--- src/rtl/pipe_addsub_pkg.sv ---
// Shared definitions for the pipelined add/subtract unit: opcode encoding,
// per-stage control payload and the opcode-to-carry-in helper.
package pipe_addsub_pkg;

  localparam logic OP_ADD = 1'b0;
  localparam logic OP_SUB = 1'b1;

  // Control fields that travel with an operation from stage to stage.
  typedef struct packed {
    logic vld;
    logic sub;
  } stage_ctl_t;

  // Subtraction is A + ~B + 1, so the opcode itself is the stage-0 carry-in.
  function automatic logic op_cin(input logic sub);
    return (sub == OP_SUB);
  endfunction

endpackage

--- src/rtl/pipe_addsub_if.sv ---
// Operand/result handshake bundle of pipe_addsub: operands in with valid/ready,
// result with sum, raw carry, signed overflow and zero flags out with valid/ready.
interface pipe_addsub_if #(
  parameter int WIDTH = 32
);
  logic             in_valid;
  logic             in_ready;
  logic [WIDTH-1:0] in_a;
  logic [WIDTH-1:0] in_b;
  logic             in_sub;
  logic             out_valid;
  logic             out_ready;
  logic [WIDTH-1:0] out_sum;
  logic             out_cout;
  logic             out_ovf;
  logic             out_zero;

  modport master (
    output in_valid, in_a, in_b, in_sub, out_ready,
    input  in_ready, out_valid, out_sum, out_cout, out_ovf, out_zero
  );

  modport slave (
    input  in_valid, in_a, in_b, in_sub, out_ready,
    output in_ready, out_valid, out_sum, out_cout, out_ovf, out_zero
  );
endinterface

--- src/rtl/pipe_addsub_seg.sv ---
// addsub_seg: one SEG-bit slice of the split carry chain; adds a, b and cin and
// registers the slice sum together with its carry-out when en is high.
module addsub_seg
  import pipe_addsub_pkg::*;
#(
  parameter int SEG = 16
) (
  input  logic           clk,
  input  logic           rst_n,
  input  logic           en,
  input  logic [SEG-1:0] a,
  input  logic [SEG-1:0] b,
  input  logic           cin,
  output logic [SEG-1:0] sum,
  output logic           cout
);

  logic [SEG:0] total;

  assign total = {1'b0, a} + {1'b0, b} + {{SEG{1'b0}}, cin};

  always_ff @(posedge clk or negedge rst_n) begin
    if (!rst_n) begin
      sum  <= '0;
      cout <= 1'b0;
    end else if (en) begin
      sum  <= total[SEG-1:0];
      cout <= total[SEG];
    end
  end

endmodule

--- src/rtl/pipe_addsub.sv ---
// pipe_addsub: WIDTH-bit add/subtract with the carry chain cut into STAGES registered
// segments, valid/ready on both sides. Define PIPE_ADDSUB_SAT_EN to saturate on overflow.
module pipe_addsub
  import pipe_addsub_pkg::*;
#(
  parameter int WIDTH  = 32,
  parameter int STAGES = 2
) (
  input logic          clk,
  input logic          rst_n,
  pipe_addsub_if.slave bus
);

  localparam int SEG = WIDTH / STAGES;
  localparam int MSB = WIDTH - 1;

  if (STAGES < 1 || STAGES > WIDTH || (WIDTH % STAGES) != 0) begin : g_cfg_check
    $fatal(1, "pipe_addsub: WIDTH (%0d) must be a multiple of STAGES (%0d)", WIDTH, STAGES);
  end

  // Stage registers: ctl/a/b per stage; s_p holds the segments finished by earlier stages.
  stage_ctl_t       ctl_p [STAGES];
  logic [WIDTH-1:0] a_p   [STAGES];
  logic [WIDTH-1:0] b_p   [STAGES];
  logic [WIDTH-1:0] s_p   [STAGES];

  stage_ctl_t       ctl_in [STAGES];
  logic [WIDTH-1:0] a_in   [STAGES];
  logic [WIDTH-1:0] b_in   [STAGES];
  logic [WIDTH-1:0] s_in   [STAGES];
  logic [STAGES-1:0] cin_in;

  logic [SEG-1:0]   seg_sum [STAGES];
  logic [STAGES-1:0] seg_cout;
  logic [WIDTH-1:0] sum_w   [STAGES];

  logic [STAGES-1:0] en;
  logic [STAGES-1:0] ld;
  logic              nxt;

  logic [WIDTH-1:0] res_sum;
  logic             res_ovf;
  logic             a_msb;
  logic             b_eff_msb;

  // Advance chain: a stage may load when it is empty or its content moves on.
  always_comb begin
    nxt = bus.out_ready;
    for (int k = STAGES - 1; k >= 0; k--) begin
      en[k] = !ctl_p[k].vld || nxt;
      nxt   = en[k];
    end
  end

  always_comb begin
    ctl_in[0] = '{vld: bus.in_valid, sub: bus.in_sub};
    a_in[0]   = bus.in_a;
    b_in[0]   = bus.in_b;
    s_in[0]   = '0;
    cin_in[0] = op_cin(bus.in_sub);
    for (int k = 1; k < STAGES; k++) begin
      ctl_in[k] = ctl_p[k-1];
      a_in[k]   = a_p[k-1];
      b_in[k]   = b_p[k-1];
      s_in[k]   = sum_w[k-1];
      cin_in[k] = seg_cout[k-1];
    end
    for (int k = 0; k < STAGES; k++) begin
      ld[k] = en[k] && ctl_in[k].vld;
    end
  end

  for (genvar k = 0; k < STAGES; k++) begin : g_seg
    logic [SEG-1:0] b_eff;

    assign b_eff = b_in[k][k*SEG +: SEG] ^ {SEG{ctl_in[k].sub == OP_SUB}};

    addsub_seg #(
      .SEG (SEG)
    ) u_seg (
      .clk  (clk),
      .rst_n(rst_n),
      .en   (ld[k]),
      .a    (a_in[k][k*SEG +: SEG]),
      .b    (b_eff),
      .cin  (cin_in[k]),
      .sum  (seg_sum[k]),
      .cout (seg_cout[k])
    );
  end

  // Segments above k are still zero in s_p[k], so OR merges stage k's slice in place.
  always_comb begin
    for (int k = 0; k < STAGES; k++) begin
      sum_w[k] = s_p[k] | (WIDTH'(seg_sum[k]) << (k * SEG));
    end
  end

  // ---- stage registers p0 .. p(STAGES-1)
  always_ff @(posedge clk or negedge rst_n) begin
    if (!rst_n) begin
      for (int k = 0; k < STAGES; k++) begin
        ctl_p[k] <= '0;
        a_p[k]   <= '0;
        b_p[k]   <= '0;
        s_p[k]   <= '0;
      end
    end else begin
      for (int k = 0; k < STAGES; k++) begin
        if (en[k]) ctl_p[k] <= ctl_in[k];
        if (ld[k]) begin
          a_p[k] <= a_in[k];
          b_p[k] <= b_in[k];
          s_p[k] <= s_in[k];
        end
      end
    end
  end

`ifdef PIPE_ADDSUB_SAT_EN
  function automatic logic [WIDTH-1:0] saturate(input logic [WIDTH-1:0] s,
                                                input logic a_neg,
                                                input logic ovf);
    logic [WIDTH-1:0] smin;
    smin      = '0;
    smin[MSB] = 1'b1;
    if (!ovf) return s;
    return a_neg ? smin : ~smin;
  endfunction
`endif

  // ---- output stage: flags from the last stage registers
  always_comb begin
    a_msb     = a_p[STAGES-1][MSB];
    b_eff_msb = b_p[STAGES-1][MSB] ^ (ctl_p[STAGES-1].sub == OP_SUB);
    res_sum   = sum_w[STAGES-1];
    res_ovf   = (a_msb == b_eff_msb) && (res_sum[MSB] != a_msb);
`ifdef PIPE_ADDSUB_SAT_EN
    res_sum   = saturate(res_sum, a_msb, res_ovf);
`endif
  end

  // Outputs are forced to zero whenever no result is presented.
  assign bus.in_ready  = en[0];
  assign bus.out_valid = ctl_p[STAGES-1].vld;
  assign bus.out_sum   = ctl_p[STAGES-1].vld ? res_sum : '0;
  assign bus.out_cout  = ctl_p[STAGES-1].vld && seg_cout[STAGES-1];
  assign bus.out_ovf   = ctl_p[STAGES-1].vld && res_ovf;
  assign bus.out_zero  = ctl_p[STAGES-1].vld && (res_sum == '0);

endmodule

--- src/flat_wrapper.sv ---
// flat-port wrapper written by rule: the top's interface ports become plain ports
module pipe_addsub_flat import pipe_addsub_pkg::*;
#(
  parameter int WIDTH  = 32,
  parameter int STAGES = 2
)
  (clk, rst_n, bus_in_valid, bus_in_a, bus_in_b, bus_in_sub, bus_out_ready, bus_in_ready, bus_out_valid, bus_out_sum, bus_out_cout, bus_out_ovf, bus_out_zero);
  pipe_addsub_if #(.WIDTH(WIDTH)) bus_i ();
  input logic clk;
  input logic rst_n;
  input wire logic [$bits(bus_i.in_valid)-1:0] bus_in_valid;
  input wire logic [$bits(bus_i.in_a)-1:0] bus_in_a;
  input wire logic [$bits(bus_i.in_b)-1:0] bus_in_b;
  input wire logic [$bits(bus_i.in_sub)-1:0] bus_in_sub;
  input wire logic [$bits(bus_i.out_ready)-1:0] bus_out_ready;
  output wire logic [$bits(bus_i.in_ready)-1:0] bus_in_ready;
  output wire logic [$bits(bus_i.out_valid)-1:0] bus_out_valid;
  output wire logic [$bits(bus_i.out_sum)-1:0] bus_out_sum;
  output wire logic [$bits(bus_i.out_cout)-1:0] bus_out_cout;
  output wire logic [$bits(bus_i.out_ovf)-1:0] bus_out_ovf;
  output wire logic [$bits(bus_i.out_zero)-1:0] bus_out_zero;
  assign bus_i.in_valid = bus_in_valid;
  assign bus_i.in_a = bus_in_a;
  assign bus_i.in_b = bus_in_b;
  assign bus_i.in_sub = bus_in_sub;
  assign bus_i.out_ready = bus_out_ready;
  assign bus_in_ready = bus_i.in_ready;
  assign bus_out_valid = bus_i.out_valid;
  assign bus_out_sum = bus_i.out_sum;
  assign bus_out_cout = bus_i.out_cout;
  assign bus_out_ovf = bus_i.out_ovf;
  assign bus_out_zero = bus_i.out_zero;
  pipe_addsub #(.WIDTH(WIDTH), .STAGES(STAGES)) u_core (.clk(clk), .rst_n(rst_n), .bus(bus_i));
endmodule
--- config.mk ---
export PLATFORM = sky130hd
export DESIGN_NAME = pipe_addsub_flat
export DESIGN_NICKNAME = d
export VERILOG_FILES = /design/src/rtl/pipe_addsub_pkg.sv /design/src/rtl/pipe_addsub_if.sv /design/src/rtl/pipe_addsub_seg.sv /design/src/rtl/pipe_addsub.sv /design/src/flat_wrapper.sv
export SDC_FILE = /design/constraint.sdc
export NUM_CORES = 1
export LEC_CHECK = 0
export ABC_AREA = 1
export CAP_MARGIN = 10
export CORE_MARGIN = 2
export CORE_UTILIZATION = 39
export CTS_CLUSTER_DIAMETER = 80
export CTS_CLUSTER_SIZE = 16
export DETAILED_ROUTE_END_ITERATION = 10
export MAX_ROUTING_LAYER = met4
export SETUP_SLACK_MARGIN = 0.3
export SYNTH_ARGS = -nofsm -noshare
export SYNTH_HDL_FRONTEND = slang
export SYNTH_HIERARCHICAL = 1
export SYNTH_SLANG_ARGS = --single-unit
export TNS_END_PERCENT = 20
--- constraint.sdc ---
create_clock -name clk -period 4.2 [get_ports clk]
set_clock_uncertainty 0.15 [all_clocks]
set_input_delay 0.42 -clock clk [delete_from_list [all_inputs] [get_ports clk]]
set_output_delay 0.42 -clock clk [all_outputs]
set_load 0.1 [all_outputs]
# == After elaboration in Yosys (flattened, before gate mapping) ==
# Index checks and enable logic that the tools add are counted.
# op_classes
add_sub_neg,4
n_eq_ne,2
mux,1
bitwise,4
reduce_logical,11
# op_table
cell,count
16-bit by 16-bit adder with 17-bit output,2
17-bit by 1-bit adder with 17-bit output,2
32-bit zero test,1
32-bit 2-to-1 mux,1
16-bit by 32-bit OR with 32-bit output,1
16-bit bitwise XOR,2
1-bit logical AND,6
1-bit zero test,2
1-bit logical OR,2
1-bit equality test,1
1-bit != test,1
1-bit bitwise XOR,1
# word_totals
reg_bits,182
in_bits,69
output_inout_bits,37

# == Depth between registers and ports, before layout ==
# depth
depth_word,4
depth_mapped,13
mapped_depth_nobuf,12

# == Cells and area by module ==
# The synthesis kept the hierarchy.
# modules_own_cells
mod,instances,cells_per_inst,area_per_inst_um2,seq_area_each_um2
addsub_seg,2,247,1602.8,425.4
pipe_addsub,1,371,2819.0,1351.3

# == Worst setup path after synthesis ==
# Ideal clock, no wire load.
# synth_path
kind,reg2out
start,"register u_core.ctl_p, in the netlist u_core/bus.out_valid"
end,output port bus_out_ovf
arrival_time_ps,2675
slack_ps,955
stages_incl_launch_ff,8
path_cell_list,dfrtp_1 -> buf_4 -> nand2_1 -> inv_1 -> nand2_1 -> nand2_1 -> nand2_1 -> inv_1
# synth_between
elab_chain_cells,1
# synth_rtl
item,line,rtl
"start, declared",pipe_addsub.sv:22,stage_ctl_t ctl_p [STAGES];
"start signal, assigned by index",pipe_addsub.sv:110,if (en[k]) ctl_p[k] <= ctl_in[k];
1-bit logical AND,pipe_addsub.sv:148,assign bus.out_ovf = ctl_p[STAGES-1].vld && res_ovf;
"end, declared",flat_wrapper.sv:20,output wire logic [$bits(bus_i.out_ovf)-1:0] bus_out_ovf;
# No other way between the ends.

# == Final worst setup path ==
# layout_path
start,"register u_core.ctl_p, in the netlist u_core/bus.out_valid"
end,output port bus_out_valid
# layout_rtl
item,line,rtl
"end, declared",flat_wrapper.sv:17,output wire logic [$bits(bus_i.out_valid)-1:0] bus_out_valid;
# No word-level cell between the ends.

==> metrics.csv <==
stage,metric,value,unit
sta,Hold Slack,0.02263,ns
grt,largest net degree at the start of global routing,67,
clock_network,htree depth,3,
synthesis,Area contributors post-synth,"dfrtp_1 (37%), nand2_1 (25%), ha_1 (6.2%)",
pwr,Worst VDD drop,354.6,µV
sta,Pins Over Slew Limit,0,
setup_path,"Cell Chain, Critical Path",buf_4 > clkdlybuf4s50_1,
setup_path,Worst path max stage delay,1.17,ns
pwr,switching share of power,49.08,%
synthesis,"EDFF count, synth",0,
synthesis,"top cells by count, synth","nand2_1 (401), inv_1 (100), dfrtp_1 (88)",
routing,remaining antenna violation count,0,
sta,Rel. slew slack,33.03,%
sta,number of setup violations in the final report,0,
synthesis,ys async rst share,100.0,%
run,max_cap viols,0,
clock_network,clk_lat worst skew,0.33,ns
setup_path,Setup CP Type,register to output pin,
clock_network,clk slew on worst S/H paths,0.07,ns
pwr,Sw Pwr,0.002204,W
synthesis,Synth Cell Area,0.006025,mm²
synthesis,Mapped Cells,865,
setup_path,CP Launch Point,u_core/bus.out_valid,
sta,setup TNS,0,ns
synthesis,"count leader, synth",nand2_1,
placed_design,gpl congestion,0.8480,
synthesis,YS warnings,6,
setup_path,Worst Reg-to-Reg Cells,8,
setup_path,CP Max Fanout,26,
pwr,leakage power,4.233,nW
sta,Max Freq,329.5,MHz
clock_network,CTS Hold Bufs,0,
floorplan,Die W,128.3,µm
routing,DRC,0,
synthesis,#FFs+latches synth,88,
placed_design,Post-DP HPWL,10710,µm
sta,Final min period,3.034,ns
routing,via count,5122,
clock_network,Sink Count,88,
setup_path,crit path DAT,2.46,ns
floorplan,die area,0.01646,mm²
synthesis,syn nets,968,
setup_path,Startpoint Class,register,
routing,per-cell routed wire length,11.85,µm
pwr,Seq pwr share,28.5,%
clock_network,CTS root buffer,clkbuf_16,
sta,final period utilization,72.25,%
setup_path,CP required,3.63,ns
clock_network,Num CTS Buffers,9,
floorplan,Core Area,0.01515,mm²
setup_path,Reg2Reg Launch Point,u_core/bus.out_valid,
sta,RSZ-0062 raised after global routing,no,
layout,ratio of cells with drive above 1 in the final layout,11.05,%
pwr,Cell Pwr Density,605.7,mW/mm²
routing,DRT Pass-1 Iters,4,
clock_network,CTS tree,done,
pwr,internal power,0.002287,W
synthesis,prevailing post-synth register cell,dfrtp_1,
floorplan,Die Ht,128.3,µm
synthesis,Synth cell types,33,
synthesis,area share of the largest cell type after synthesis,36.55,%
synthesis,Synth area leader,dfrtp_1,
setup_path,register-to-register setup slack,1.57,ns
setup_path,slowest CP cell,clkdlybuf4s50_1,
grt,vias in the first global route,4878,
floorplan,initial core utilization,39.78,%
sta,"Hold Vio Cnt, Final",0,
pwr,Comb power frac,52.3,%
setup_path,CP Capture Type,output pin,
grt,"Remaining Overflow, GRT",0,
sta,worst slew pin tran,1.001,ns
routing,starting DRC count in detailed routing,248,
setup_path,Crit Reg-Reg Endpoint,u_core/g_seg[0].u_seg/cout,
synthesis,sequential-to-total area share from yosys stat,36.55,%
clock_network,CTS Buffer Depth,2,
outcome,status,"finished, final reports clean",
grt,global-route wire length before repair,23480,µm
clock_network,setup bufs post-CTS,0,
grt,initial antenna violation count,0,
clock_network,post_cts resized,0,
layout,Syn-to-layout area delta,23.05,%
worst_hold_path,type of the worst min-delay path,input port to asynchronous set/reset pin,
routing,routed wire length,13700,µm
grt,Total GRT Usage,18.24,%
synthesis,"Avg Cell Area, Syn",6.965,µm²
layout,Total Nets Final,1066,
routing,Vias/cell,4.431,
floorplan,num rows,45,
layout,ant diodes,0,
placed_design,port bufs,105,
floorplan,I/O pin count,106,
pwr,Clock power frac,19.3,%
## how the worst max path moves through the flow
stage	to	slack, ns	cells past startpoint
2_1_floorplan	bus_out_ovf	0.96	7
3_3_place_gp	u_core/g_seg[0].u_seg/sum[6]	1.15	12
3_5_place_dp	u_core/g_seg[0].u_seg/sum[6]	1.12	12
4_1_cts	bus_out_valid	1.13	2
5_1_grt	bus_out_valid	1.04	2
6_report	bus_out_valid	1.17	2
## sequential cells by signal (all words and copies together) (netlist names)
register and flops:
u_core/a_in 16, u_core/a_msb 1, u_core/b_in 16, u_core/b_p 1, u_core/bus.out_valid 1, u_core/ctl_in 2
u_core/ctl_p 1, u_core/g_seg.u_seg/cout 2, u_core/g_seg.u_seg/sum 32, u_core/s_p 16
## critical path, delay by kind of cell, from the launching register on
family   cells  cell delay [ns]
buf+inv      2             1.51
flops        1             0.62
## per-stage QoR
step	util [%]	instance area, µm²	total power [W]	cells	setup WS, ns
detailed placement	46.82	7092	0.003644	1140	1.116
finish	48.95	7413	0.004490	1156	1.166
CTS	48.95	7413	0.004521	1156	1.134
global placement	46.82	7092	0.003636	1140	1.153
global route	48.95	7413	0.004819	1156	1.040
floorplan	-	6025	0.003097	865	0.9551
## layout make-up
class | count | area (µm²)
Clock buffer | 10 | 229.0
Clock inverter | 6 | 92.59
Fill cell | 1569 | 7732
Inverter | 116 | 440.4
Multi-Input combinational cell | 638 | 3216
Sequential cell | 88 | 2202
Tap cell | 188 | 235.2
Timing Repair Buffer | 110 | 998.5
## power by group through the flow
stage	logic [W]	registers [W]	clock network, W
final	0.00235	0.00128	0.000865
after global routing	0.00258	0.00132	0.000917
after CTS	0.00236	0.00128	0.000882
after detailed placement	0.00235	0.00130	0
after global placement	0.00234	0.00129	0
after floorplan	0.00185	0.00124	0
## metal layers
metal  vias up  global-route usage (%)  wire [µm]
li1       2807                       -          -
met1      2225                   28.41       7754
met2        85                   25.03       5365
met3         5                   2.295        482
met4         0                   4.072         99
met5         -                       -          0
## cells in the final DEF (no fill, tap or decap), drive strengths merged
cell / n
nand2: 418
inv: 115
dfrtp: 88
clkdlybuf4s50: 69
nor2: 47
buf: 41
nand3: 41
xor2: 35
ha: 30
a21oi: 18
o21ai: 13
or2: 11
clkbuf: 10
nor3: 7
xnor2: 4
nand3b: 4
fa: 4
clkinv: 4
and2: 4
bufinv: 2
nand4: 2
clkinvlp: 1
## cells by family (layout without fill, tap and decap cells)
| kind of cell | count (synthesis) | count (layout) | synth area share [%] |
|---|---|---|---|
| buffers and inverters | 139 | 242 | 10.07 |
| adder cells (fa/ha/maj) | 34 | 34 | 7.560 |
| XOR/XNOR | 39 | 39 | 5.670 |
| flip-flops | 88 | 88 | 36.55 |
| AND/OR/NAND/NOR | 534 | 534 | 37.45 |
| AO/OA/AOI/OAI | 31 | 31 | 2.700 |
No activity file was read; power rests on OpenSTA's default activity.
==> RTL change, RTL diff (same flow settings) <==
Make the reset (`rst_n`) synchronous in 2 clocked blocks.
--- a/src/rtl/pipe_addsub_seg.sv
+++ b/src/rtl/pipe_addsub_seg.sv
@@ -19,7 +19,7 @@
 
   assign total = {1'b0, a} + {1'b0, b} + {{SEG{1'b0}}, cin};
 
-  always_ff @(posedge clk or negedge rst_n) begin
+  always_ff @(posedge clk) begin
     if (!rst_n) begin
       sum  <= '0;
       cout <= 1'b0;
--- a/src/rtl/pipe_addsub.sv
+++ b/src/rtl/pipe_addsub.sv
@@ -97,7 +97,7 @@
   end
 
   // ---- stage registers p0 .. p(STAGES-1)
-  always_ff @(posedge clk or negedge rst_n) begin
+  always_ff @(posedge clk) begin
     if (!rst_n) begin
       for (int k = 0; k < STAGES; k++) begin
         ctl_p[k] <= '0;
Function: differs if rst_n is asserted again (counterexample within 4 cycles, from zero or initial values and one cycle with rst_n low); with rst_n held inactive, the same outputs for 10 cycles.
==> RTL change against the unedited design <==
Wire length shrank 0.64%. Setup slack gained 0.28 ns. Non-clock buffer count grew 2. Sequential cell count is the same. Cell area grew 2.3%. Synthesized area grew 2.2%. Core utilization grew 0.56 points.
Power is not compared: it rests on default switching activity, and its combinational part moved more than twofold at a synthesized area within 25%.
==> RTL change: results (changes against the unedited design) <==
* Met2 wire length at 5.52 mm (+2.9%)
* Place WS at 1.09 ns (-0.0235 ns)
* Clock buffer depth at 2 (unchanged)
* Final worst-path cycle share at 65.6% (-6.6 points)
* Wirelength per Cell at 11.5 um (-3.1%)
* Final nets at 1072 (+0.56%)
* Arrival time worst endpoint at 2.85 ns (+0.39 ns)
* Fill cell count at 1598 (+1.8%)
* GPL Wtd Cong at 0.849 (about the same)
* GRT Resource Usage Total at 17.8% (-0.44 points)
* Largest net degree at the start of global routing at 51 (-24%)
* HP Class: reg2reg
* Worst slew pin tran at 1.03 ns (+0.0264 ns)
* GRT met3 Usage at 2.60% (+0.31 points)
* Seq/Total Area, Yosys at 37.4% (+0.85 points)
* Top cells by count, synth: nand2_1 (205), inv_1 (197), nor2_1 (142)
* Wirelength, routed at 13.6 mm (-0.64%)
* Met1 WL at 7.13 mm (-8.1%)
* Number of flops mapped to enable cells by yosys at 54 (+54)
* Async SR Flop Fraction at 0% (-100 points)
* CP max FO at 7 (-73%)
* Status: finished clean
* First-pass GRT wire length at 22.9 mm (-2.4%)
* Syn_area_per_cell at 7.10 um^2 (+1.9%)
* GR Util met1 at 26.2% (-2.2 points)
* Area contributors post-synth: edfxtp_1 (26%), nand2_1 (13%), inv_1 (12%)
* Layout cells sized above 1 at 10.7% (-0.38 points)
* Layout Area Growth over Synthesis at 23.2% (about the same)
* Syn_nets at 970 (+0.21%)
* GR Util met2 at 25.2% (+0.19 points)
* DR WL met3 at 731 um (+52%)
* Number of global-route vias before repair at 4811 (-1.4%)
* Iter 0 DRT Violations at 312 (+26%)
==> RTL change: changes by cell type in the layout (fill, tap and decap cells not counted), sizes merged, moves of 4 or more <==
cell	change
edfxtp	+54
inv	+92
nand2	-196
dfxtp	+34
o211ai	+7
clkinv	-4
or2	-6
nor2	+102
nand3	+7
dfrtp	-88
==> RTL change: area by class of cell <==
cell class	count	share of cell area, %
clock buffer	9	2.97
clock inverter	7	1.11
inverter	202	10.0
multi-input combinational	556	38.7
sequential	88	30.4
tap	211	3.48
timing repair buffer	112	13.4
==> RTL change: worst max-delay path, cell delays in order <==
cell and delay, ns:
clkdlybuf4s50_1 0.57, xor2_1 0.25, fa_1 0.46, fa_1 0.42, nand2_1 0.08, nand2_1 0.06
nand3b_1 0.10, nand2_1 0.10, nand2_1 0.09, nand2_1 0.05, nand2_1 0.06, nand3_1 0.06
nand2_1 0.09, inv_1 0.04
==> RTL change: path summary, 6_finish.rpt <==
check	slack [ns]	cells after the start	startpoint	to
max	1.44	14	bus_in_sub	u_core/g_seg[0].u_seg/sum[14]$_SDFFE_PN0P_
min reg2reg	0.34	2	u_core/g_seg[0].u_seg/sum[6]$_SDFFE_PN0P_	u_core/g_seg[0].u_seg/sum[6]$_SDFFE_PN0P_
max reg2reg	1.72	13	u_core/ctl_p[0][0]$_SDFFCE_PN0P_	u_core/g_seg[1].u_seg/sum[14]$_SDFFE_PN0P_
min	0.34	2	u_core/g_seg[0].u_seg/sum[6]$_SDFFE_PN0P_	u_core/g_seg[0].u_seg/sum[6]$_SDFFE_PN0P_
==> RTL change: kinds of logic after synthesis <==
group	Yosys count	share of synthesized area, %
compound gates	40	3.76
xor+xnor	41	5.83
fa+ha+maj	34	7.40
buf+inv	223	15.1
flops	88	37.4
simple gates	441	30.5
